===== config.mk =====
export PLATFORM = sky130hd
export DESIGN_NAME = data_mem_arbiter
export DESIGN_NICKNAME = d
export VERILOG_FILES = /design/src/rtl/data_mem_pkg.sv /design/src/rtl/rr_arb2.sv /design/src/rtl/data_mem_arbiter.sv
export SDC_FILE = /design/constraint.sdc
export NUM_CORES = 1
export LEC_CHECK = 0
export ABC_AREA = 1
export ABC_CLOCK_PERIOD_IN_PS = 6000
export CAP_MARGIN = 20
export CORE_ASPECT_RATIO = 0.6
export CORE_MARGIN = 5
export CORE_UTILIZATION = 40
export DETAILED_ROUTE_END_ITERATION = 10
export PLACE_DENSITY = 0.81
export SLEW_MARGIN = 40
export SYNTH_ARGS = -nofsm -noshare
export SYNTH_HDL_FRONTEND = slang
export SYNTH_SLANG_ARGS = --single-unit

===== constraint.sdc =====
create_clock -name i_clk -period 6 [get_ports i_clk]
set_clock_uncertainty 0.05 [all_clocks]
set_input_delay 1.2 -clock i_clk [delete_from_list [all_inputs] [get_ports i_clk]]
set_output_delay 1.2 -clock i_clk [all_outputs]
set_load 0.01 [all_outputs]

===== src/rtl/data_mem_pkg.sv =====
// Shared encodings for the data memory arbiter: FSM states, requester ids
// and the default legal address ceiling.
package data_mem_pkg;

  localparam logic [1:0] ST_IDLE   = 2'd0;
  localparam logic [1:0] ST_ACCESS = 2'd1;
  localparam logic [1:0] ST_DONE   = 2'd2;

  localparam logic PORT_A = 1'b0;
  localparam logic PORT_B = 1'b1;

  localparam logic [31:0] DEFAULT_ADDR_LIMIT = 32'h0000_FFFF;

endpackage


===== src/rtl/rr_arb2.sv =====
// Two-way round-robin grant: on contention the port not served last wins.
// The last-served pointer only moves when a grant is actually taken.
module rr_arb2
  import data_mem_pkg::*;
(
  input  logic       i_clk,
  input  logic       i_rst,
  input  logic [1:0] req,
  input  logic       advance,
  output logic [1:0] gnt
);

  logic last;

  always_comb begin
    gnt = 2'b00;
    case (req)
      2'b01:   gnt = 2'b01;
      2'b10:   gnt = 2'b10;
      2'b11:   gnt = (last == PORT_B) ? 2'b01 : 2'b10;
      default: gnt = 2'b00;
    endcase
  end

  // Reset value "B served last" makes A the first winner under contention.
  always_ff @(posedge i_clk or posedge i_rst) begin
    if (i_rst) begin
      last <= PORT_B;
    end else if (advance && (gnt != 2'b00)) begin
      last <= gnt[1] ? PORT_B : PORT_A;
    end
  end

endmodule


===== src/rtl/data_mem_arbiter.sv =====
// Round-robin arbiter and access sequencer between the MEM stage (port A),
// the debug/DMA port (port B) and the data memory. Each access is IDLE->ACCESS->DONE.
module data_mem_arbiter
  import data_mem_pkg::*;
#(
  parameter int              WIDTH      = 32,
  parameter logic [WIDTH-1:0] ADDR_LIMIT = WIDTH'(DEFAULT_ADDR_LIMIT)
) (
  input  logic             i_clk,
  input  logic             i_rst,
  input  logic             i_req_a,
  input  logic             i_we_a,
  input  logic [WIDTH-1:0] i_addr_a,
  input  logic [WIDTH-1:0] i_wdata_a,
  output logic             o_ack_a,
  output logic             o_err_a,
  output logic [WIDTH-1:0] o_rdata_a,
  input  logic             i_req_b,
  input  logic             i_we_b,
  input  logic [WIDTH-1:0] i_addr_b,
  input  logic [WIDTH-1:0] i_wdata_b,
  output logic             o_ack_b,
  output logic             o_err_b,
  output logic [WIDTH-1:0] o_rdata_b,
  output logic [WIDTH-1:0] o_mem_address,
  output logic [WIDTH-1:0] o_mem_data,
  output logic             o_mem_we,
  output logic             o_mem_re,
  input  logic [WIDTH-1:0] i_mem_data
);

  logic [1:0]       state;
  logic [1:0]       gnt;
  logic             lat_port;
  logic             lat_err;
  logic             sel_port;
  logic             sel_we;
  logic             sel_in_range;
  logic [WIDTH-1:0] sel_addr;
  logic [WIDTH-1:0] sel_wdata;

  rr_arb2 u_rr_arb2 (
    .i_clk   (i_clk),
    .i_rst   (i_rst),
    .req     ({i_req_b, i_req_a}),
    .advance (state == ST_IDLE),
    .gnt     (gnt)
  );

  always_comb begin
    sel_port     = gnt[1] ? PORT_B : PORT_A;
    sel_we       = gnt[1] ? i_we_b    : i_we_a;
    sel_addr     = gnt[1] ? i_addr_b  : i_addr_a;
    sel_wdata    = gnt[1] ? i_wdata_b : i_wdata_a;
    sel_in_range = (sel_addr <= ADDR_LIMIT);
  end

  // The memory drive registers double as the latched operation; they are
  // non-zero only during ACCESS, and an out-of-range op keeps both strobes low.
  always_ff @(posedge i_clk or posedge i_rst) begin
    if (i_rst) begin
      state         <= ST_IDLE;
      lat_port      <= PORT_A;
      lat_err       <= 1'b0;
      o_mem_address <= '0;
      o_mem_data    <= '0;
      o_mem_we      <= 1'b0;
      o_mem_re      <= 1'b0;
      o_ack_a       <= 1'b0;
      o_ack_b       <= 1'b0;
      o_err_a       <= 1'b0;
      o_err_b       <= 1'b0;
      o_rdata_a     <= '0;
      o_rdata_b     <= '0;
    end else begin
      o_ack_a <= 1'b0;
      o_ack_b <= 1'b0;
      o_err_a <= 1'b0;
      o_err_b <= 1'b0;
      case (state)
        ST_IDLE: begin
          if (gnt != 2'b00) begin
            lat_port      <= sel_port;
            lat_err       <= ~sel_in_range;
            o_mem_address <= sel_addr;
            o_mem_data    <= sel_wdata;
            o_mem_we      <= sel_we & sel_in_range;
            o_mem_re      <= ~sel_we & sel_in_range;
            state         <= ST_ACCESS;
          end
        end
        ST_ACCESS: begin
          o_mem_address <= '0;
          o_mem_data    <= '0;
          o_mem_we      <= 1'b0;
          o_mem_re      <= 1'b0;
          if (lat_port == PORT_A) begin
            o_ack_a <= 1'b1;
            o_err_a <= lat_err;
            if (o_mem_re) o_rdata_a <= i_mem_data;
          end else begin
            o_ack_b <= 1'b1;
            o_err_b <= lat_err;
            if (o_mem_re) o_rdata_b <= i_mem_data;
          end
          state <= ST_DONE;
        end
        ST_DONE: state <= ST_IDLE;
        default: state <= ST_IDLE;
      endcase
    end
  end

endmodule


== Yosys cells after proc, flatten, opt, wreduce, memory -nomap -nowiden ==
Cells that the tools add are included.
Word-level totals
  flip-flop bits (word level): 139
  input port bits: 166
  output and inout bits: 134
  latch bits: 0
  memory bits (writable): 0
  memories: 0
  ROM bits: 0
Operators by class
  multiplexer cells: 24
  equal/unequal tests: 5
  shift-type cells: 0
  $add $sub $neg: 0
  bitwise operators: 5
  multipliers: 0
  reductions and logical operators: 8
  order comparisons: 1
  div/mod/pow operators: 0
Operators by type and width (number)
  two-way mux 32 bit: 4
  case mux 32 bit (2 select lines): 2
  <= comparator 32 x 16 -> 1 bit, second input constant: 1
  two-way mux 1 bit: 12
  case mux 2 bit (3 select lines): 1
  AND reduction 3 bit: 2
  == test 2 x 1 -> 1 bit, second input constant: 2
  == test 2 bit, second input constant: 2
  two-way mux 2 bit: 2
  case mux 1 bit (2 select lines): 2
  case mux 2 bit (2 select lines): 1
  AND reduction 2 bit: 2
  nonzero test 2 bit: 2
  inverter 1 bit: 3
  AND 1 bit: 2
  logical NOT 2 bit: 1
  != test 2 bit, second input constant: 1
  logical AND 1 bit: 1

== Depth between registers and ports, before layout ==
Gate-level depths: netlist (run 1).
  word-level depth: 7
  mapped depth: 11
  mapped depth without buffers: 11

== Modules after synthesis ==
A second synthesis (run 1) with hierarchy kept.
Second synthesis, totals
  cell total of the unflattened synthesis: 662
  area total of the unflattened synthesis: 6064.6 um2
By module, submodules not included
  data_mem_arbiter: area each 5994.5 um2, sequential area each 3453.3 um2, cells each 652, instances 1
  rr_arb2: area each 70.1 um2, sequential area each 26.3 um2, cells each 10, instances 1

== Worst setup path after synthesis (run 1) ==
No wires, ideal clock.
  kind: input to register
  start point: input i_req_b
  end point: register lat_err
  setup slack: 3.762 ns
  cell stages on the path: 10
  buffers on the path: 2
  data arrival time: 2.071 ns
  setup time: 0.117 ns
  required time: 5.833 ns
  cell sequence: buf_4 > buf_2 > nand3_1 > nand2_1 > nor2_1 > nand2_1 > nor2_1 > nand2_1 > nand2_1 > nand2_1
On the way
  cells in the longest elaborated chain, start to end: 5
  elaborated cells on any way between the ends: 9
  classes of those cells: order compare: 1; eq/ne: 3; mux: 2; bitwise: 1; reduce/logical: 2
Ends and longest elaborated chain
  start: declaration: RTL line data_mem_arbiter.sv:18  | input logic i_req_b,
  == test 2 bit or == test 2 x 1 -> 1 bit (tied branches): RTL line rr_arb2.sv:17  | case (req)
  case mux 2 bit (3 select lines) (*): RTL line rr_arb2.sv:17
  two-way mux 32 bit: RTL line data_mem_arbiter.sv:53  | sel_addr = gnt[1] ? i_addr_b : i_addr_a;
  <= comparator 32 x 16 -> 1 bit: RTL line data_mem_arbiter.sv:55  | sel_in_range = (sel_addr <= ADDR_LIMIT);
  inverter 1 bit: RTL line data_mem_arbiter.sv:84  | lat_err <= ~sel_in_range;
  end signal: assignment: RTL line data_mem_arbiter.sv:84
  end: declaration: RTL line data_mem_arbiter.sv:35  | logic lat_err;
Mark *: on every way between the ends. The rest lies on a longest branch, timed or not.
A chain may end at the register's enable or synchronous reset.

== Final worst setup path (run 1) ==
  start point: input i_req_b
  end point: register o_mem_address[3]
On the way
  cells in the longest elaborated chain, start to end: 5
  elaborated cells on any way between the ends: 10
  classes of those cells: eq/ne: 4; mux: 4; reduce/logical: 2
Ends and longest elaborated chain
  == test 2 bit or == test 2 x 1 -> 1 bit (tied branches): RTL line rr_arb2.sv:17
  case mux 2 bit (3 select lines) (*): RTL line rr_arb2.sv:17
  two-way mux 32 bit or nonzero test 2 bit (tied branches): RTL line data_mem_arbiter.sv:53, data_mem_arbiter.sv:82
  two-way mux 32 bit or != test 2 bit (tied branches)
  case mux 32 bit (2 select lines) or AND reduction 2 bit (tied branches)
  end signal: assignment: RTL line data_mem_arbiter.sv:85  | o_mem_address <= sel_addr;
  end: declaration: RTL line data_mem_arbiter.sv:25  | output logic [WIDTH-1:0] o_mem_address,
Mark *: on every way between the ends. The rest lies on a longest branch, timed or not. The select of a mux whose other input is x is not followed.

==> impl_summary.md, run 1 <==
Routing
The post-detailed-route DRC marker count is 0. The length of the first detailed-routing pass in iterations is 5. Across all layers, the routed design uses 5,477 vias. The final layout contains routed wiring with a total length of between 15,000 and 20,000 um. The number of routed nets with antenna violations is 0. The average wire per cell in the routed design is 16.7 um. The first-iteration detailed-routing DRC count is around 420. Dividing the detail-routed via count by the number of cells gives approximately 4.8.

Timing
The pin slew with the least headroom to its limit is 0.694 ns. The final critical-path share of the clock period is 0.538. Setup repair after global routing left no endpoint under its margin. Summed over all failing endpoints, the final setup total negative slack is 0 ns. Derived from the worst setup path, the maximum achievable clock frequency is ~310 MHz. The final period demand of the worst path is 3.23 ns. The number of endpoints failing setup at the final stage is 0. The number of pins with negative max-slew slack in the final report was 0. Measured against its own limit, the worst slew margin works out to 0.537.

The final hold violation count is 0.

Logic synthesis
The cell count after synthesis is roughly 650. The mean cell area of the mapped netlist is ~9.0 um^2. Synthesis inferred between 100 and 150 register bits. In this run the cell area of the synthesized design comes to approximately 0.006 mm^2. For this run, the register share of the synthesized area comes to 0.597. The post-synthesis cell type with the largest combined area is sky130_fd_sc_hd__dfrtp_1. The number of enable-type register cells in the synthesized netlist is 0. The yosys synthesis warning count is 0. Ranked by instance count, the synthesized netlist is headed by sky130_fd_sc_hd__nand2_1 (167), sky130_fd_sc_hd__dfrtp_1 (138), sky130_fd_sc_hd__o21ai_0 (100), sky130_fd_sc_hd__nor2_1 (53), sky130_fd_sc_hd__o21ai_1 (52).

After synthesis, the netlist uses 21 different library cells. The fraction of registers with async set/reset is 1.00. For this run, the leading register cell type out of synthesis is sky130_fd_sc_hd__dfrtp_1.

The cell with the most instances after synthesis is sky130_fd_sc_hd__nand2_1. The share of synthesized area in the top cell type comes to 0.592. The number of nets handed over by synthesis was between 800 and 900.

Ranked by total cell area, the synthesized netlist is headed by sky130_fd_sc_hd__dfrtp_1 (59%), sky130_fd_sc_hd__nand2_1 (11%), sky130_fd_sc_hd__o21ai_0 (8.6%), sky130_fd_sc_hd__o21ai_1 (4.5%), sky130_fd_sc_hd__nor2_1 (3.4%).

Power
Across the VDD grid, the largest voltage drop is 0.000202 V. Of the total power, the clock network draws 0.288. Of the total power, combinational logic draws 0.352. The analysis attributes to net switching a power of 1180 uW. The internal portion of the total power is 2410 uW. The static power due to leakage is 0.00437 uW. The power per unit of standard cell area is ~380 mW/mm^2. The share of total power dissipated in sequential elements is 0.360. The switching share of power is 0.328.

Setup path
By startpoint and endpoint, the worst setup path is classified as in2reg. The path depth of the worst reg2reg path is 10. The worst setup path is captured at a register.

The arrival time of the worst setup path is 3.51 ns. STA classifies the critical path startpoint as an input port. The maximum fanout count along the critical path is 40. STA puts the critical path data required time at approximately 6.3 ns.

Global routing
The maximum number of pins on one net before global-route repair is roughly 100. The number of global-route vias before repair came to around 5,500. The wire length of the first global-routing pass is ~30,000 um. The global-route usage over all layers is 0.218. The sum of overflow across all layers after global routing is 0. The number of antenna violations at the first check in global routing is 0.

CTS
Once the clock tree was built, the setup fixing pass inserted 0 buffers. The quantity of hold-fixing buffers added after cts is 0. Buffers inserted during clock tree synthesis total 17. The TritonCTS clock tree is yes. The H-tree depth reported by CTS is 4. CTS saw approximately 140 sinks. Counting along the longest clock path gives a buffer depth of 2. The clock tree root driver cell is sky130_fd_sc_hd__clkbuf_16. Post-CTS repair changed the size of 0 cells. The source-to-sink clock delay at the later pin of the worst-skew pair is 0.39 ns. Clock-pin slew was measured on the worst setup and hold paths at ~0.06 ns.

Cells and area
The number of nets in the layout is between 1,000 and 1,500. The sequential cell area in the final layout is between 0.003 and 0.004 mm^2. In the final layout, the share of cells above drive strength 1 is 0.0530. The number of standard cells in the layout, taps in and fillers out is approximately 1,100. Compared with the post-synthesis result, the final layout area differs by 62.8%. In the final layout, the multi-input gates occupy about 0.002 mm^2. The number of antenna cells inserted is 0.

The count of filler cells inserted in the layout is between 1,000 and 1,500.

Floorplanning
The floorplan die height is 104 um. During I/O placement, the number of pins put on the boundary was 300. Row generation in the floorplan step produced 34 rows. The die span in x is around 170 um. The initial utilization of the core area, before any placement, comes to 0.406.

The die covers around 0.017 mm^2. The core area is 0.0144 mm^2.

Hold path
The number of cells on the worst hold path is 1. The path class of the lowest-slack min-delay path is reg2reg.

Placement
The post-detailed-placement half-perimeter wirelength is 14,000 um. Including well taps, the total number of placed cells is about 1,100. The quantity of I/O buffers inserted on ports is roughly 300. Routability-driven placement finished with a final weighted congestion of roughly 0.84.

Flow run
The max-cap violation count is 0.

Status
The flow ran to the end, and the final reports show no timing, DRC or antenna violations.
[power by group through the flow]
stage | clock network (uW) | logic, uW | registers (uW)
finish | 1030 | 1260 | 1290
floorplan | 0 | 543 | 1380
global route | 1100 | 1380 | 1320
global placement | 0 | 1250 | 1300
CTS | 1060 | 1280 | 1290
detailed placement | 0 | 1280 | 1300
[path summary, 6_finish.rpt]
path                                      to            from  slack, ns
setup / recovery            o_mem_address[3]         i_req_b       2.77
hold / removal                      state[1]        state[1]       0.44
setup reg to reg                    o_mem_re  u_rr_arb2.last       3.92
max in group asynchronous       o_rdata_b[8]           i_rst       3.60
hold reg to reg                     state[1]        state[1]       0.44
min in group asynchronous  o_mem_address[23]           i_rst       1.28
[through the flow]
step | util | total power (uW) | hold slack (ns) | cell area [um^2] | setup slack, ns
after floorplan | - | 1920 | 0.399 | 5830 | 1.03
after global placement | 0.619 | 2550 | 0.415 | 8900 | 2.39
after detailed placement | 0.620 | 2580 | 0.425 | 8920 | 2.38
after CTS | 0.660 | 3620 | 0.439 | 9500 | 2.81
after global routing | 0.660 | 3800 | 0.460 | 9500 | 2.57
final | 0.660 | 3580 | 0.436 | 9500 | 2.77
[flip-flops by register name, indices dropped and copies added, names as in the netlist, 2 cells and up]
register       flops
o_mem_data        32
o_mem_address     32
state              2
o_rdata_a         32
o_rdata_b         32
[critical path, stage by stage]
cell and delay, ns:
sky130_fd_sc_hd__clkdlybuf4s50_1 0.76, sky130_fd_sc_hd__nor2_2 0.29, sky130_fd_sc_hd__nor2_4 0.07, sky130_fd_sc_hd__nor2_4 0.47
sky130_fd_sc_hd__buf_4 0.49, sky130_fd_sc_hd__nand2_1 0.11, sky130_fd_sc_hd__o21ai_1 0.10
[cell type report]
type / instances / share of cell area
Multi-Input combinational cell: 430 / 0.211
Clock inverter: 12 / 0.0145
Inverter: 40 / 0.0166
Sequential cell: 139 / 0.366
Tap cell: 198 / 0.0261
Timing Repair Buffer: 304 / 0.319
Clock buffer: 19 / 0.0466
[cells in the final DEF (no fill, tap or decap)]
master | Yosys | routed
sky130_fd_sc_hd__clkbuf_1 | 13 | 1
sky130_fd_sc_hd__bufinv_16 | 0 | 2
sky130_fd_sc_hd__dfstp_2 | 1 | 1
sky130_fd_sc_hd__nor2_2 | 3 | 2
sky130_fd_sc_hd__clkinvlp_4 | 0 | 2
sky130_fd_sc_hd__clkinv_4 | 0 | 2
sky130_fd_sc_hd__nor2_1 | 53 | 53
sky130_fd_sc_hd__dfrtp_1 | 138 | 138
sky130_fd_sc_hd__clkinv_2 | 0 | 2
sky130_fd_sc_hd__inv_2 | 2 | 2
sky130_fd_sc_hd__clkbuf_16 | 0 | 17
sky130_fd_sc_hd__buf_4 | 6 | 5
sky130_fd_sc_hd__nor3_1 | 2 | 2
sky130_fd_sc_hd__nand2_4 | 2 | 4
sky130_fd_sc_hd__inv_6 | 0 | 4
sky130_fd_sc_hd__nand3b_1 | 1 | 1
sky130_fd_sc_hd__nand3_1 | 26 | 26
sky130_fd_sc_hd__o21ai_0 | 100 | 100
sky130_fd_sc_hd__o21ai_1 | 52 | 52
sky130_fd_sc_hd__a22o_1 | 16 | 16
sky130_fd_sc_hd__clkbuf_8 | 0 | 1
sky130_fd_sc_hd__nand2_1 | 167 | 167
sky130_fd_sc_hd__or2_1 | 2 | 2
sky130_fd_sc_hd__inv_8 | 0 | 1
sky130_fd_sc_hd__nor2_4 | 4 | 5
sky130_fd_sc_hd__clkdlybuf4s50_1 | 0 | 299
sky130_fd_sc_hd__inv_1 | 38 | 37
[kinds of logic (layout without fill, tap and decap cells)]
family                 count (synthesis)  count (layout)  share of synthesized area
flip-flops                           139             139                      0.597
AO/OA/AOI/OAI                        168             168                      0.154
buffers and inverters                 80             375                     0.0631
AND/OR/NAND/NOR                      262             262                      0.186
[per-layer routing]
metal | routed length [um] | vias to the layer above | track usage
met5 | 0 | - | 0
met4 | 306 | 0 | 0.0583
met2 | 8900 | 209 | 0.343
li1 | - | 2673 | -
met1 | 8330 | 2572 | 0.292
met3 | 1470 | 23 | 0.0697
Power figures use the tool's default switching activity.
==> inputs of run 2 (changes only) <==
ABC_CLOCK_PERIOD_IN_PS = 3300   (was 6000)
clock period = 3.3 ns   (was 6 ns; I/O delays follow)
==> impl_summary.md, run 2 (synthesis gave the netlist of run 1 again) <==
Global routing
The global-route usage over all layers is 0.223 (+0.00533). The wire length of the first global-routing pass was 30,900 um (+1.7%). The routing usage on met3 is 0.0700 (+0.000381). The maximum number of pins on one net before global-route repair is 65 (-36%).

The routing usage on met1 was 0.295 (+0.00315). The number of antenna violations at the first check in global routing came to 0 (unchanged). The sum of overflow across all layers after global routing is 0 (unchanged). The number of global-route vias before repair came to 5,590 (+2.2%).

In this run the most used layer during global routing was met2. The met2 global-route usage was 0.357 (+0.0134).

Setup path
The maximum fanout count along the critical path is 34 (-15%). The end of the worst register-to-register path is lat_err. The setup path with the least slack is of type in2reg. The path depth of the worst reg2reg path is 11 (+1).

The kind of start point of the critical path is an input port. The data required time of the critical path is 3.56 ns (-2.72 ns). The source of the worst register-to-register timing path is u_rr_arb2.last. The arrival time of the worst setup path was 2.62 ns (-0.89 ns). The setup slack of the most critical reg-to-reg path came to 1.20 ns (-2.72 ns). The critical path endpoint category is a register.

Power
The clock share of power was 0.302 (+0.014). The sequential cell fraction of total power is 0.348 (-0.012). The portion of total power attributed to combinational logic is 0.349 (-0.003).

The net load switching power is 2150 uW (+83%). The cell internal power dissipation is 4560 uW (+90%). The static power due to leakage is 0.00442 uW (+1.2%). The total power after layout is 6710 uW (+87%). The switching share of power is 0.320 (-0.00813). The power per unit of standard cell area came to 698 mW/mm^2 (+85%). The worst IR drop on VDD is 0.000425 V (+110%).

Placement
The post-detailed-placement half-perimeter wirelength is 14,400 um (+2.2%). The quantity of I/O buffers inserted on ports is 299 (unchanged). The post-placement cell area is 0.00898 mm^2 (+0.74%). The placer's final routability congestion estimate was 0.833 (-0.77%).

Timing
The final total negative setup slack is 0 ns (unchanged). The number of pins with negative max-slew slack in the final report came to 0 (unchanged). The number of endpoints failing setup at the final stage was 0 (unchanged).

Setup repair after global routing left no endpoint under its margin. Counting I/O delays and the setup requirement, the final critical path takes 2.35 ns. The remaining max-slew budget at the tightest pin is 0.584 (+0.0468). The final hold violation count is 0 (unchanged). The final critical-path share of the clock period is 0.713. Static timing analysis puts the maximum clock frequency at 425 MHz. The pin slew with the least headroom to its limit is 0.623 ns (-0.0715 ns).

Cells and area
The area growth from synthesis to final layout is 64.8%. The ratio of cells with drive above 1 in the final layout is 0.0589 (+0.00598). The library cell used most frequently in the layout, excluding fill and tap cells, is sky130_fd_sc_hd__clkdlybuf4s50_1. The number of antenna cells inserted is 0 (unchanged). The post-route standard cell area excluding fillers came to 0.00961 mm^2 (+1.2%).

Leaving out fill and tap cells, the most frequent cells in the layout are sky130_fd_sc_hd__clkdlybuf4s50_1 (299), sky130_fd_sc_hd__nand2_1 (167), sky130_fd_sc_hd__dfrtp_1 (138). The number of nets in the layout is 1,104 (+0.55%).

Hold path
The endpoint of the worst hold-timing path is o_rdata_a[13]. The number of cells on the worst hold path was 2 (+1). The origin of the worst min-delay path is o_rdata_a[13]. The path class of the lowest-slack min-delay path is reg2reg.

Floorplanning
The floorplan die height is 104 um (unchanged). The core area is 0.0144 mm^2 (unchanged). The number of cell rows came to 34 (unchanged).

The effective utilization at floorplan came to 0.406 (unchanged). The die footprint is 0.0172 mm^2 (unchanged). The die span in x was 166 um (unchanged). The I/O pin count is 300 (unchanged).

CTS
The number of buffers inserted to repair setup after CTS was 0 (unchanged). The post-cts sizing count came to 0 (unchanged). The clock tree root driver cell is sky130_fd_sc_hd__clkbuf_16. The source-to-sink clock delay at the later pin of the worst-skew pair is 0.40 ns (about the same). The number of sinks driven by the clock tree is 139 (unchanged). The H-tree depth reported by CTS was 4 (unchanged). The TritonCTS clock tree is yes. The number of buffers created by CTS is 17 (unchanged). The clock-pin slew reported for the worst setup and hold paths after clock tree synthesis is 0.06 ns (about the same). The buffer depth of the longest clock path is 2 (unchanged). The quantity of hold-fixing buffers added after cts is 0 (unchanged).

Flow run
The max-cap violation count was 0 (unchanged).

Status
The flow ran to the end, and the final reports show no timing, DRC or antenna violations.

Routing
The ratio of routed vias to standard cells came to 4.83 (+0.68%). The length of the first detailed-routing pass in iterations is 4 (-1). The average wire per cell in the routed design is 16.8 um (+0.72%).

The number of routed nets with antenna violations is 0 (unchanged). The sum of routed wire length over all layers is 19,300 um (+1.2%). The routed via count came to 5,543 (+1.2%). The post-detailed-route DRC marker count came to 0 (unchanged). The first-iteration detailed-routing DRC count was 414 (-0.72%).
-- run 2: changes by cell type in the layout (fill, tap and decap cells not counted), sizes merged --
cell	previous run	this run
inv	44	42
clkinv	4	3
buf	5	11
clkinvlp	2	3
bufinv	2	4
-- run 2: stage by stage --
stage	util	cells	worst slack [ns]	hold WS, ns
6_report	0.669	1148	0.947	0.433
5_1_grt	0.669	1148	0.759	0.455
4_1_cts	0.669	1148	0.932	0.437
3_5_place_dp	0.625	1117	0.512	0.422
3_3_place_gp	0.624	1117	0.607	0.416
2_1_floorplan	-	649	0.856	0.399
-- run 2: how the worst max path moves through the flow --
stage,cells past startpoint,to,from,slack [ns]
CTS,7,o_mem_data[24],i_req_a,0.93
detailed placement,7,o_mem_address[11],i_req_a,0.51
global placement,12,lat_err,i_req_a,0.61
floorplan,1,lat_err,i_rst,0.86
global route,7,o_mem_data[24],i_req_a,0.76
finish,7,o_mem_data[24],i_req_a,0.95
-- run 2: final cells by class --
class / count / area [um^2]
clock buffer: 19 / 443
clock inverter: 12 / 188
sequential: 139 / 3480
timing repair buffer: 310 / 3100
inverter: 40 / 154
fill: 1202 / 4770
tap: 198 / 248
multi-input combinational: 430 / 2000
-- run 2: metal layers --
layer	vias up	wire [um]
met5	-	0
met4	0	361
met3	26	1370
met2	232	9060
met1	2599	8460
li1	2686	-
-- run 2: power groups by stage --
stage / clock [uW] / sequential (uW) / combinational, uW
after floorplan: 0 / 2510 / 987
after global routing: 2150 / 2390 / 2560
after detailed placement: 0 / 2360 / 2360
after CTS: 2070 / 2340 / 2370
after global placement: 0 / 2350 / 2320
final: 2030 / 2340 / 2350
-- run 2: critical path: stages --
cell,delay (ns)
sky130_fd_sc_hd__clkdlybuf4s50_1,0.47
sky130_fd_sc_hd__nand2_4,0.20
sky130_fd_sc_hd__nand2_4,0.26
sky130_fd_sc_hd__inv_2,0.35
sky130_fd_sc_hd__buf_4,0.37
sky130_fd_sc_hd__o21ai_0,0.12
sky130_fd_sc_hd__o21ai_1,0.16
==> inputs of run 3 (changes only) <==
ABC_CLOCK_PERIOD_IN_PS = 2080   (was 3300)
CORE_UTILIZATION = 36   (was 40)
PLACE_DENSITY = 0.77   (was 0.81)
clock period = 2.08 ns   (was 3.3 ns; I/O delays follow)
==> impl_summary.md, run 3 (synthesis gave the netlist of run 1 again) <==
Status
The flow ran to the end, and the final reports show no timing, DRC or antenna violations.

Placement
The post-detailed-placement half-perimeter wirelength was 14,500 um (+0.67%). The quantity of I/O buffers inserted on ports is 299 (unchanged). The post-placement cell area was 0.00925 mm^2 (+3.0%). The placer's final routability congestion estimate is 0.851 (+2.1%).

CTS
The number of sinks driven by the clock tree is 139 (unchanged). The source-to-sink clock delay at the later pin of the worst-skew pair came to 0.40 ns (about the same). The H-tree depth reported by CTS was 4 (unchanged). The buffer depth of the longest clock path is 2 (unchanged). The clock tree root driver cell is sky130_fd_sc_hd__clkbuf_16. The TritonCTS clock tree is yes. The quantity of hold-fixing buffers added after cts is 0 (unchanged). The number of buffers inserted to repair setup after CTS is 0 (unchanged). The number of buffers created by CTS is 17 (unchanged). The post-cts sizing count was 0 (unchanged). The clock-pin slew reported for the worst setup and hold paths after clock tree synthesis was 0.07 ns (about the same).

Floorplanning
The effective utilization at floorplan is 0.363 (-0.0429). The die span in x came to 174 um (+5.1%). The core area is 0.0161 mm^2 (+12%).

The die footprint is 0.0189 mm^2 (+10%). The I/O pin count is 300 (unchanged). The number of cell rows is 36 (+5.9%). The floorplan die height is 109 um (+4.9%).

Routing
The sum of routed wire length over all layers is 19,400 um (+0.71%). The routed via count is 5,616 (+1.3%). The average wire per cell in the routed design was 16.4 um (-2.2%). The number of routed nets with antenna violations is 0 (unchanged). The ratio of routed vias to standard cells is 4.75 (-1.6%). The post-detailed-route DRC marker count is 0 (unchanged). The first-iteration detailed-routing DRC count was 393 (-5.1%). The length of the first detailed-routing pass in iterations is 5 (+1).

Global routing
The sum of overflow across all layers after global routing was 0 (unchanged). The wire length of the first global-routing pass came to 30,400 um (-1.6%). The number of antenna violations at the first check in global routing is 0 (unchanged). The maximum number of pins on one net before global-route repair is 65 (unchanged).

The number of global-route vias before repair is 5,648 (+1.0%). The global-route usage over all layers was 0.202 (-0.0214).

Setup path
The timing startpoint of the critical path is o_mem_re. The maximum cell stage delay along the critical path is 0.61 ns (+0.14 ns). The signal on the critical path passes through clkdlybuf4s50_1. The buffer and inverter count on the worst path came to 1 (-2). The category of the most critical setup path is reg2out. The data required time of the critical path is 1.61 ns (-1.95 ns).

Among all stages on the critical path, the largest delay is contributed by sky130_fd_sc_hd__clkdlybuf4s50_1. The family with the most delay on the worst path is buffers and inverters. The kind of start point of the critical path is a register. The critical path endpoint category is an output pin. The source of the worst register-to-register timing path is u_rr_arb2.last. The arrival time of the worst setup path was 1.47 ns (-1.15 ns).

The maximum fanout count along the critical path came to 4 (-88%).

Cells and area
The most frequent standard cell in the layout excluding fill and tap cells is sky130_fd_sc_hd__clkdlybuf4s50_1. The area growth from synthesis to final layout is 69.5%. The count of filler cells inserted in the layout is 1,327 (+10%). The footprint of the multi-input gates was 0.00199 mm^2 (-0.50%). The number of nets in the layout was 1,126 (+2.0%). The number of antenna cells inserted is 0 (unchanged). The ratio of cells with drive above 1 in the final layout was 0.0822 (+0.0233). The library cells used most frequently in the layout, excluding fill and tap cells, are sky130_fd_sc_hd__clkdlybuf4s50_1 (299), sky130_fd_sc_hd__nand2_1 (167), sky130_fd_sc_hd__dfrtp_1 (138). The sequential cell area in the final layout was 0.00348 mm^2 (unchanged). The utilization after layout is 0.615 (-0.0539).

The post-route standard cell area excluding fillers is 0.00988 mm^2 (+2.8%).

Timing
The remaining max-slew budget at the tightest pin is 0.727 (+0.143). Counting I/O delays and the setup requirement, the final critical path takes approximately 1.9 ns. The final hold violation count came to 0 (unchanged).

The number of endpoints failing setup at the final stage was 0 (unchanged). The final total negative setup slack is 0 ns (unchanged). The pin slew with the least headroom to its limit is 0.408 ns (-0.215 ns). For this run, the top clock speed supported by timing is around 520 MHz. Dividing the final minimum period by the clock period gives 0.932.

The number of pins with negative max-slew slack in the final report is 0 (unchanged). Setup repair after global routing left no endpoint under its margin.

Power
The static power due to leakage was 0.00454 uW (+2.8%). The clock share of power is 0.294 (-0.008). The portion of total power attributed to combinational logic is 0.364 (+0.015). The sequential cell fraction of total power is 0.342 (-0.006). The net load switching power is 3600 uW (+68%). The power per unit of standard cell area was 1090 mW/mm^2 (+57%). The worst IR drop on VDD is 0.000562 V (+32%). The cell internal power dissipation is 7210 uW (+58%). The switching share of power is 0.333 (+0.0130). The total power after layout is 10,800 uW (+61%).

Flow run
The max-cap violation count came to 0 (unchanged).

Hold path
The path class of the lowest-slack min-delay path is in2async.
[run 3: layer usage]
metal | GRT usage | wire (um)
met5 | 0 | 0
met2 | 0.308 | 8660
met4 | 0.0463 | 245
met1 | 0.275 | 8830
met3 | 0.0751 | 1650
[run 3: power groups by stage]
stage / Clock (uW) / Combinational [uW] / Sequential (uW)
2_1_floorplan: 0 / 1570 / 3980
3_5_place_dp: 0 / 3970 / 3720
4_1_cts: 3260 / 3980 / 3690
6_report: 3180 / 3940 / 3700
5_1_grt: 3370 / 4280 / 3770
3_3_place_gp: 0 / 3910 / 3730
[run 3: final timing paths]
path,slack (ns),cells past startpoint,endpoint
min reg2reg,0.43,1,state[1]
max reg2reg,0.41,8,o_mem_re
min in group i_clk,0.43,1,state[1]
max in group asynchronous,1.06,3,o_mem_data[13]
min,0.31,2,o_rdata_a[30]
max,0.14,1,o_mem_re
[run 3: area by class of cell]
cell class,instances,area share
repair buffers,332,0.341
clock buffers,17,0.0430
flip-flops and latches,139,0.352
inverters,40,0.0156
multi-input cells,430,0.201
well taps,209,0.0265
clock inverters,15,0.0210
[run 3: per-stage QoR]
stage / setup slack, ns / std cells / hold WS (ns)
after floorplan: -0.120 / 649 / 0.399
after global placement: 0.0100 / 1150 / 0.416
after detailed placement: -0.0508 / 1150 / 0.423
after CTS: 0.102 / 1182 / 0.307
after global routing: 0.0593 / 1182 / 0.323
final: 0.142 / 1182 / 0.313
==> variant 1: new RTL, config.mk and constraints of run 2 <==
Set the parameter `WIDTH` to 16 (it was 32).
--- a/src/rtl/data_mem_arbiter.sv
+++ b/src/rtl/data_mem_arbiter.sv
@@ -5,3 +5,3 @@
 #(
-  parameter int              WIDTH      = 32,
+  parameter int              WIDTH      = 16,
   parameter logic [WIDTH-1:0] ADDR_LIMIT = WIDTH'(DEFAULT_ADDR_LIMIT)
Interface: changed (9 resized); port bits go from 300 to 156. The function was not compared with the original's and may differ.
==> variant 1 against run 2 <==
Sequential cell count down 65. Power shrank 29%. Die area is 37% lower. Cell area fell by 44%. Setup slack better by 0.23 ns. Synthesized area down 40%. Maximum frequency increased by 11%. First-iteration DRC count decreased by 57%. Routed wire length is 50% lower. Largest power group unchanged. Highest routed layer unchanged.
==> variant 1: results (changes against run 2) <==
Hold WC Path Type = flip-flop to flip-flop
gpl congestion = 0.8146 (-2.3%)
Initial DRC Count = 177 (-57%)
clock buffer depth = 2 (unchanged)
root buffer cell = clkbuf_16
DRT Pass-1 Iters = 4 (unchanged)
leak pwr = 0.002646 µW (-40%)
worst skew pair latency = 0.32 ns (-0.08 ns)
Worst VDD drop = 0.4168 mV (-1.8%)
status = complete, no violations
clock edge transition at the registers on the reported setup and hold paths = 0.05 ns
Async S/R FF share, synth = 100.0% (unchanged)
TritonCTS Buffers = 9 (-8)
Slew @ Worst Pin = 0.6857 ns (+0.06286 ns)
slowest stage delay, CP = 0.62 ns (+0.15 ns)
antenna cells = 0 (unchanged)
Post-synth top cells = nand2_1 (171), dfrtp_1 (73), nand3_1 (67)
DRC = 0 (unchanged)
fill count = 747 (-38%)
critical path peak fanout = 4 (-88%)
leading post-synthesis cells by cell area = dfrtp_1 (52%), nand2_1 (18%), nand3_1 (9.6%)
initial antenna violation count = 0 (unchanged)
gr usage total = 18.23% (-4.1 points)
via count = 3166 (-43%)
EDFF count, synth = 0 (unchanged)
CP arrival = 1.41 ns (-1.21 ns)
largest net degree at the start of global routing = 44 (-32%)
Synth Warn # = 0 (unchanged)
layout cells sized above 1 = 11.29% (+5.4 points)
synth unique cells = 18 (-14%)
post_cts resized = 0 (unchanged)
Worst path slowest cell = clkdlybuf4s50_1
I/O Buffers = 155 (-48%)
Net count, final = 639 (-42%)
Seq/Total Area, Yosys = 52.78% (-6.9 points)
setup bufs post-CTS = 0 (unchanged)
global-route wire length before repair = 15.51 mm (-50%)
post-DP HPWL = 7.102 mm (-51%)
Top delay family on crit path = buffers and inverters
DR WL/cell = 14.29 µm (-15%)
H-tree levels = 3 (-1)
==> variant 1: power breakdown <==
part,internal (µW),switching [µW]
clock network,646,345
registers,1330,238
logic,1090,1140
total,3060,1730
==> variant 1: final cells by class <==
cell class	count	share of cell area (%)
flip-flops and latches	74	34.59
repair buffers	159	29.76
multi-input cells	285	25.53
clock buffers	14	5.116
well taps	112	2.616
inverters	24	1.729
clock inverters	2	0.6541
==> variant 1: layer usage <==
metal  part of all wire [%]  vias to the layer above  GRT usage, %
met5                      0                        -             0
met4                   0.21                        0         3.080
met3                    8.8                        4         6.812
met2                     47                      102         29.50
met1                     44                     1482         23.88
li1                       -                     1578             -
==> variant 1: path summary, 6_finish.rpt <==
kind	startpoint	end	cells after the start	slack [ns]
min in group asynchronous	i_rst	o_rdata_a[4]$_DFFE_PP0P_	2	0.72
min reg2reg	o_mem_data[9]$_DFFE_PP0P_	o_mem_data[9]$_DFFE_PP0P_	2	0.43
max	o_mem_re$_DFFE_PP0P_	o_mem_re	1	1.18
min	o_mem_data[9]$_DFFE_PP0P_	o_mem_data[9]$_DFFE_PP0P_	2	0.43
max reg2reg	state[0]$_DFFE_PP0P_	o_mem_address[2]$_DFFE_PP0P_	5	1.53
max in group asynchronous	i_rst	u_rr_arb2.last$_DFFE_PP1P_	3	1.75
==> variant 1: worst reg2reg max path, stage by stage (launching register included) <==
cell     delay (ns)
dfrtp_1        0.42
nand2_4        0.36
nand2_4        0.31
inv_4          0.37
nand2_1        0.12
nand2_1        0.08
==> variant 1: cells by family after synthesis <==
kind of cell	Yosys count	share of synthesized area, %
other	1	0.1068
AOI/OAI and AO/OA	33	8.125
buffers and inverters	49	8.375
and+or+nand+nor	250	30.61
DFF	74	52.78
==> variant 1: through the flow <==
step / setup slack, ns / instance area, µm² / hold WS, ns / std cells / total power (µW)
final: 1.178 / 5356 / 0.4282 / 670 / 4789
after global routing: 1.074 / 5356 / 0.4448 / 670 / 5128
after CTS: 1.155 / 5356 / 0.4305 / 670 / 4858
after detailed placement: 0.8923 / 5047 / 0.4152 / 654 / 3838
after global placement: 0.9135 / 5047 / 0.4072 / 654 / 3767
after floorplan: 0.7100 / 3515 / 0.3990 / 408 / 2809
==> variant 2: new RTL, settings of run 2 <==
Without the edit above. Register the output `o_err_b` once more; this adds one clock of latency there. The other outputs are not delayed to match.
--- a/src/rtl/data_mem_arbiter.sv
+++ b/src/rtl/data_mem_arbiter.sv
@@ -30,2 +30,4 @@
 );
+
+  logic o_err_b_s0;
 
@@ -71,3 +73,3 @@
       o_err_a       <= 1'b0;
-      o_err_b       <= 1'b0;
+      o_err_b_s0    <= 1'b0;
       o_rdata_a     <= '0;
@@ -78,3 +80,3 @@
       o_err_a <= 1'b0;
-      o_err_b <= 1'b0;
+      o_err_b_s0 <= 1'b0;
       case (state)
@@ -102,3 +104,3 @@
             o_ack_b <= 1'b1;
-            o_err_b <= lat_err;
+            o_err_b_s0 <= lat_err;
             if (o_mem_re) o_rdata_b <= i_mem_data;
@@ -113,2 +115,6 @@
 
+  always_ff @(posedge i_clk) begin
+    o_err_b <= o_err_b_s0;
+  end
+
 endmodule
Function: changed (Yosys sat finds a counterexample within 4 cycles, from zero or initial values and one cycle with i_rst high).
==> variant 2 against run 2 <==
Utilization down 0.19 points. Sequential cell count rose by 1. Cell area barely moved. Setup slack better by 0.11 ns. Power down 0.31%. Synthesized area grew 0.34%. Routed wire length up 0.91%. First-iteration DRC count up 5.8%. Critical endpoint is now o_mem_data[9]$_DFFE_PP0P_.
==> variant 2: results (changes against run 2) <==
status = complete, no violations
CP arrival = 2.51 ns (-0.11 ns)
Synth Net Count = 816 (+0.12%)
Max-slew headroom = 60.39% (+2.0 points)
Async S/R FF share, synth = 99.29% (-0.71 points)
post-DP HPWL = 14.59 mm (+1.6%)
R2R Setup Slk = 1.43 ns (+0.23 ns)
compound-gate portion of the synthesized area = 15.39% (-0.053 points)
Post-synth top flop = dfrtp_1
critical path peak fanout = 45 (+32%)
vias in the first global route = 5644 (+0.97%)
leak pwr = 0.004425 µW (+0.14%)
antenna cells = 0 (unchanged)
Initial DRC Count = 438 (+5.8%)
DRT Pass-1 Iters = 5 (+1)
Vias per Instance = 4.828 (about the same)
layout cells sized above 1 = 5.789% (-0.11 points)
Final Util = 66.67% (-0.19 points)
clock buffer depth = 2 (unchanged)
mux share of post-synthesis cell area = 0% (unchanged)
fraction of the mapped netlist area in adder cells = 0% (unchanged)
FF-to-FF Start = u_rr_arb2.last$_DFFE_PP1P_
CP startpoint = i_req_b
initial antenna violation count = 0 (unchanged)
critical hold path startpoint = o_err_b_s0$_DFF_PP0_
Seq/Total Area, Yosys = 59.79% (+0.14 points)
gr usage total = 22.35% (+0.056 points)
TritonCTS Buffers = 17 (unchanged)
Placement Cell Area = 9002 µm² (+0.22%)
final hold slack = 0.2893 ns (-0.1442 ns)
global-route wire length before repair = 31.07 mm (+0.49%)
XOR/XNOR Fraction of Synth Area = 0% (unchanged)
worst skew pair latency = 0.39 ns
clock edge transition at the registers on the reported setup and hold paths = 0.06 ns (about the same)
DR WL/cell = 16.92 µm (+0.91%)
gpl congestion = 0.9355 (+12%)
Post-synth top cells = nand2_1 (167), dfrtp_1 (138), o21ai_0 (100)
Net count, final = 1105 (+0.091%)
synth unique cells = 22 (+4.8%)
leading post-synthesis cells by cell area = dfrtp_1 (59%), nand2_1 (11%), o21ai_0 (8.6%)
fill count = 1139 (-5.2%)
H-tree levels = 4 (unchanged)
Worst VDD drop = 0.5315 mV (+25%)
variant 2: logic make-up (layout without fill, tap and decap cells):
logic type,after synthesis,in the layout
AOI/OAI and AO/OA,168,168
and+or+nand+nor,262,262
buffers and inverters,80,380
DFF,140,140
variant 2: layout make-up:
class,instances,area share (%)
flip-flops and latches,140,36.40
multi-input cells,430,20.81
clock inverters,11,1.757
inverters,40,1.601
clock buffers,19,4.607
repair buffers,310,32.25
well taps,198,2.577
variant 2: routing by layer:
layer | GRT usage [%] | wire length (µm) | up-vias
met1 | 30.33 | 8611 | 2595
li1 | - | - | 2696
met2 | 35.36 | 9004 | 220
met5 | 0 | 0 | -
met3 | 5.672 | 1379 | 31
met4 | 7.122 | 431 | 0
variant 2: stage by stage:
stage,setup WS (ns),cells
2_1_floorplan,0.8557,650
3_3_place_gp,0.7529,1118
3_5_place_dp,0.6379,1118
4_1_cts,1.042,1148
5_1_grt,0.9579,1148
6_report,1.056,1148
variant 2: power breakdown:
| group | total, µW | switching (µW) | internal, µW | leakage [µW] |
|---|---|---|---|---|
| Combinational | 2350 | 1180 | 1170 | 0.00261 |
| Clock | 1990 | 709 | 1280 | 0.000299 |
| Sequential | 2360 | 233 | 2120 | 0.00152 |
variant 2: final timing paths:
path	end	depth (start not counted)
worst max-delay path	o_mem_data[9]$_DFFE_PP0P_	7
worst min-delay path	o_err_b$_DFF_P_	0
worst max register to register	o_mem_data[22]$_DFFE_PP0P_	6
worst min register to register	o_err_b$_DFF_P_	0
max in group asynchronous	o_mem_address[0]$_DFFE_PP0P_	3
min in group asynchronous	o_rdata_b[29]$_DFFE_PP0P_	2
variant 2: worst max-delay path, cell delays in order:
cell and delay (ns):
clkdlybuf4s50_1 0.48, buf_4 0.23, nand2_4 0.21, inv_2 0.17, buf_4 0.41, o21ai_0 0.17, o21ai_1 0.17
